**src/rtl/cdc_cmd_launcher.sv**
```systemverilog
// Source-domain command launcher: queues command words in a small FIFO and
// presents each one as a registered word plus a one-cycle enable pulse, held for HOLD_CYCLES clocks.
module cdc_cmd_launcher #(
    parameter int DATA_WIDTH  = 32,
    parameter int FIFO_DEPTH  = 4,
    parameter int HOLD_CYCLES = 16
) (
    input  logic                               clk,
    input  logic                               rst_n,
    input  logic                               s_valid,
    output logic                               s_ready,
    input  logic [DATA_WIDTH-1:0]              s_data,
    input  logic                               flush,
    output logic                               en_out,
    output logic [DATA_WIDTH-1:0]              data_out,
    output logic                               busy,
    output logic [$clog2(FIFO_DEPTH+1)-1:0]    fifo_level
);
    localparam int AW = $clog2(FIFO_DEPTH);
    localparam int LW = $clog2(FIFO_DEPTH+1);
    localparam int CW = $clog2(HOLD_CYCLES);
    // HOLD spans HOLD_CYCLES cycles including the pulse cycle itself.
    localparam logic [CW-1:0] HOLD_LOAD = CW'(HOLD_CYCLES - 1);

    typedef enum logic {IDLE, HOLD} state_t;

    state_t                r_state;
    state_t                w_state_nxt;
    logic [AW:0]           r_wr_ptr;
    logic [AW:0]           r_rd_ptr;
    logic [DATA_WIDTH-1:0] r_mem [FIFO_DEPTH];
    logic [CW-1:0]         r_cnt;
    logic                  r_en;
    logic [DATA_WIDTH-1:0] r_data;
    logic                  w_empty;
    logic                  w_full;
    logic                  w_push;
    logic                  w_launch;

    assign w_empty = (r_wr_ptr == r_rd_ptr);
    assign w_full  = (r_wr_ptr[AW] != r_rd_ptr[AW]) &&
                     (r_wr_ptr[AW-1:0] == r_rd_ptr[AW-1:0]);
    // A flush drops any same-cycle push, so the FIFO is guaranteed empty afterwards.
    assign w_push  = s_valid && !w_full && !flush;

    assign s_ready    = !w_full;
    assign en_out     = r_en;
    assign data_out   = r_data;
    assign busy       = (r_state == HOLD) || !w_empty;
    assign fifo_level = LW'(r_wr_ptr - r_rd_ptr);

    always_comb begin
        w_state_nxt = r_state;
        w_launch    = 1'b0;
        case (r_state)
            IDLE: begin
                if (!w_empty) begin
                    w_launch    = 1'b1;
                    w_state_nxt = HOLD;
                end
            end
            HOLD: begin
                if (r_cnt == '0) begin
                    if (!w_empty) w_launch = 1'b1;
                    else          w_state_nxt = IDLE;
                end
            end
            default: w_state_nxt = IDLE;
        endcase
    end

    always_ff @(posedge clk or negedge rst_n) begin
        if (!rst_n) begin
            r_state  <= IDLE;
            r_wr_ptr <= '0;
            r_rd_ptr <= '0;
            r_cnt    <= '0;
            r_en     <= 1'b0;
            r_data   <= '0;
        end else begin
            r_state <= w_state_nxt;
            r_en    <= w_launch;
            if (w_push) r_wr_ptr <= r_wr_ptr + (AW+1)'(1);
            if (flush)         r_rd_ptr <= r_wr_ptr;
            else if (w_launch) r_rd_ptr <= r_rd_ptr + (AW+1)'(1);
            if (w_launch) begin
                r_data <= r_mem[r_rd_ptr[AW-1:0]];
                r_cnt  <= HOLD_LOAD;
            end else if (r_state == HOLD && r_cnt != '0) begin
                r_cnt  <= r_cnt - CW'(1);
            end
        end
    end

    always_ff @(posedge clk) begin
        if (w_push) r_mem[r_wr_ptr[AW-1:0]] <= s_data;
    end
endmodule

```
**config.mk**
```make
export PLATFORM = sky130hd
export DESIGN_NAME = cdc_cmd_launcher
export DESIGN_NICKNAME = d
export VERILOG_FILES = /design/src/rtl/cdc_cmd_launcher.sv
export SDC_FILE = /design/constraint.sdc
export NUM_CORES = 1
export LEC_CHECK = 0
export CORE_MARGIN = 2
export CORE_UTILIZATION = 50
export CTS_BUF_LIST = sky130_fd_sc_hd__clkbuf_2 sky130_fd_sc_hd__clkbuf_4 sky130_fd_sc_hd__clkbuf_8
export CTS_CLUSTER_DIAMETER = 60
export CTS_CLUSTER_SIZE = 24
export DETAILED_ROUTE_END_ITERATION = 7
export GPL_TIMING_DRIVEN = 1
export PLACE_DENSITY = 0.74
export SYNTH_ARGS = -nofsm -noshare
export SYNTH_HDL_FRONTEND = slang
export SYNTH_SLANG_ARGS = --single-unit
```
**constraint.sdc**
```tcl
create_clock -name clk -period 8.9 [get_ports clk]
set_input_delay 0.89 -clock clk [delete_from_list [all_inputs] [get_ports clk]]
set_output_delay 0.89 -clock clk [all_outputs]
set_load 0.05 [all_outputs]
```
==> impl_metrics.py <==
metrics = {
    "worst_setup_path": {
        "crit_arrival_ps": 2900,
        "crit_family": "flip-flops",
        "rr_worst_depth": 5,
        "critical-path-slowest-cell": "dfrtp_2",
        "reg2reg_slack_ps": 5640,
        "critPathBufInv": 2,
        "cp.required_ps": 8010,
        "endpoint_kind": "output port",
        "crit_chain": "inv_1 > ha_1 > and2_1 > nand2_1 > clkdlybuf4s50_1",
        "cp_slowest_stage_delay_ps": 950,
        "r2r-start": "r_rd_ptr[1]",
        "reg2reg_to": "r_mem[3][15]",
        "critical_path_class": "flop to output port",
        "crit_path_start_kind": "flop",
        "crit_fanout": 36,
    },
    "die": {
        "pin_count": 74,
        "die_h_um": 119,
        "initial_core_util_pct": 51.5,
        "dieArea_um2": 14000,
        "num_rows": 41,
        "die_w_um": 119,
        "design.core.area_um2": 12700,
    },
    "yosys": {
        "synth_top_family_by_area": "multiplexers",
        "ys_types": 31,
        "synth.area.mux_share_pct": 16.5,
        "synth-xor-area-share_pct": 1.07,
        "yosysSeqAreaShare_pct": 75.4,
        "syn-cell-area_um2": 6560,
        "syn_nets": 354,
        "synth-seq-cells": 172,
        "synth_area_per_cell_um2": 21.2,
        "synth_cells": 309,
        "synth_simple_gate_area_share_pct": 1.66,
        "async_flop_share_pct": 25.6,
        "ys.warnings.count": 0,
        "synth_ff_type": "edfxtp_1",
        "synth-compound-area-share_pct": 1.83,
        "synthAdderAreaFrac_pct": 1.83,
        "synth_edf_count": 128,
    },
    "drt": {
        "drt_wl_total_um": 10800,
        "vias": 3049,
        "firstDrtPassIters": 4,
        "drcViolationCount": 0,
        "vias_per_cell": 5.30,
        "wl_per_cell_um": 18.7,
        "ant_nets": 0,
        "drt_iter0_drc": 142,
    },
    "worst_hold_path": {
        "hold_path.class": "flop to flop",
        "min_to": "data_out[29]",
        "min_path_cells": 1,
        "min_from": "data_out[29]",
    },
    "sta": {
        "max_freq_ghz": 0.264,
        "post-route-min-period_ps": 3790,
        "finClkSkew_ps": 6.38,
        "rsz0062_at_grt": "false",
        "hold_ws_ps": 508,
        "relSlewSlack_pct": 24.1,
        "hold_viol": 0,
        "worst_slew_pin_slew_ps": 1140,
        "maxSlewViolCount": 0,
        "finalSetupViolations": 0,
        "finalCritPeriodShare_pct": 42.6,
        "setup_tns_ps": 0,
    },
    "global_route": {
        "grt_pass1_wl_um": 17600,
        "grt_usage_pct": 16.9,
        "grt_remaining_overflow": 0,
        "antenna_found_initial": 0,
        "grt_max_degree": 45,
        "grt_pass1_vias": 3321,
    },
    "cells_and_area": {
        "final_common_cell": "edfxtp_1",
        "utilization_pct": 61.9,
        "syn2layout_area_growth_pct": 20.1,
        "antenna_cells": 0,
        "drive_above_1_share_pct": 25.8,
        "final_cell_mix": "128 x edfxtp_1, 72 x clkdlybuf4s50_1, 42 x dfrtp_1, 32 x mux4_2, 32 x mux2_2",
        "nNetsFinal": 435,
        "design_area_um2": 7870,
    },
    "outcome": {
        "status": "finished clean",
    },
    "power": {
        "p_int_mw": 1.81,
        "fin_total_pwr_mw": 2.79,
        "combPwrFrac_pct": 37.9,
        "p_seq_share_pct": 40.8,
        "clkPwrFrac_pct": 21.3,
        "p_switching_mw": 0.979,
        "power_leakage_nw": 2.74,
        "irDropWorstVdd_v": 0.000279,
        "power.density_nw_per_um2": 354,
        "swShare_pct": 35.1,
    },
    "clock_network": {
        "cts_buffers": 17,
        "cts_tree": "built",
        "clock_path_buffers": 2,
        "htreeDepth": 4,
        "insertion_delay_ps": 440,
        "cts_root_buf": "clkbuf_8",
        "cts_resized": 0,
        "clock-sinks": 172,
        "path_clk_slew_ps": 80,
        "post-cts-setup-buffer-count": 0,
        "holdBufCountCts": 0,
    },
    "flow_run": {
        "max_cap_viol_count": 0,
    },
    "place": {
        "routabilityCongestion": 0.716,
        "io_buffer_count": 73,
        "hpwl_um": 6620,
        "placed_cell_area_um2": 7430,
    },
}
-- area by class of cell --
class	instances	area, um2
Sequential cell	172	4950
Fill cell	954	4850
Multi-Input combinational cell	117	1510
Timing Repair Buffer	74	733
Clock buffer	18	241
Tap cell	172	215
Clock inverter	14	199
Inverter	8	30.0
-- cells in the mapped netlist (all sizes together) (2+ instances only) --
cell type	n	area [um2]
mux4	32	721
nand2b	3	18.8
a21oi	3	15.0
mux2	32	360
ha	8	100
and2	6	37.5
edfxtp	128	3840
o21ai	4	20.0
nor2	2	7.51
inv	8	30.0
dfrtp	44	1100
clkbuf	7	46.3
xnor2	6	52.6
xor2	2	17.5
nand2	6	22.5
buf	5	33.8
a22oi	4	43.8
-- through the flow --
stage / instances / worst slack (ps)
2_1_floorplan: 309 / 5800
3_3_place_gp: 543 / 5570
3_5_place_dp: 543 / 5560
4_1_cts: 575 / 5050
5_1_grt: 575 / 4940
6_report: 575 / 5110
-- metal layers --
metal | track usage [%] | up-vias | part of all wire [%]
li1 | - | 1378 | -
met1 | 21.3 | 1584 | 43
met2 | 27.7 | 77 | 51
met3 | 5.69 | 10 | 4.9
met4 | 5.51 | 0 | 1.2
met5 | 0 | - | 0
-- power by group through the flow --
stage          clock network (mW)  registers [mW]  logic (mW)
2_1_floorplan                   0            1.38       0.524
3_3_place_gp                    0            1.15        1.06
3_5_place_dp                    0            1.16        1.07
4_1_cts                     0.606            1.14        1.08
5_1_grt                     0.639            1.16        1.13
6_report                    0.594            1.14        1.06
-- logic make-up after synthesis --
kind of cell | after synthesis
flops | 172
mux | 64
buf+inv | 20
simple gates | 20
compound gates | 16
fa+ha+maj | 9
xor+xnor | 8
-- worst max-delay path by stage --
stage / start / end / slack, ps / depth (start not counted)
detailed placement: r_rd_ptr[1] / s_ready / 5560 / 5
floorplan: r_rd_ptr[1] / r_mem[3][0] / 5800 / 7
finish: r_rd_ptr[1] / s_ready / 5110 / 5
global route: r_rd_ptr[1] / s_ready / 4940 / 5
global placement: r_rd_ptr[1] / s_ready / 5570 / 5
CTS: r_rd_ptr[1] / s_ready / 5050 / 5
-- sequential cells by signal, summed over array words and instances, names as in the netlist --
register  flops
data_out     32
en_out        1
r_cnt         4
r_mem       128
r_rd_ptr      3
r_state       1
r_wr_ptr      3
Note: power is estimated with default switching activity, not from simulation.
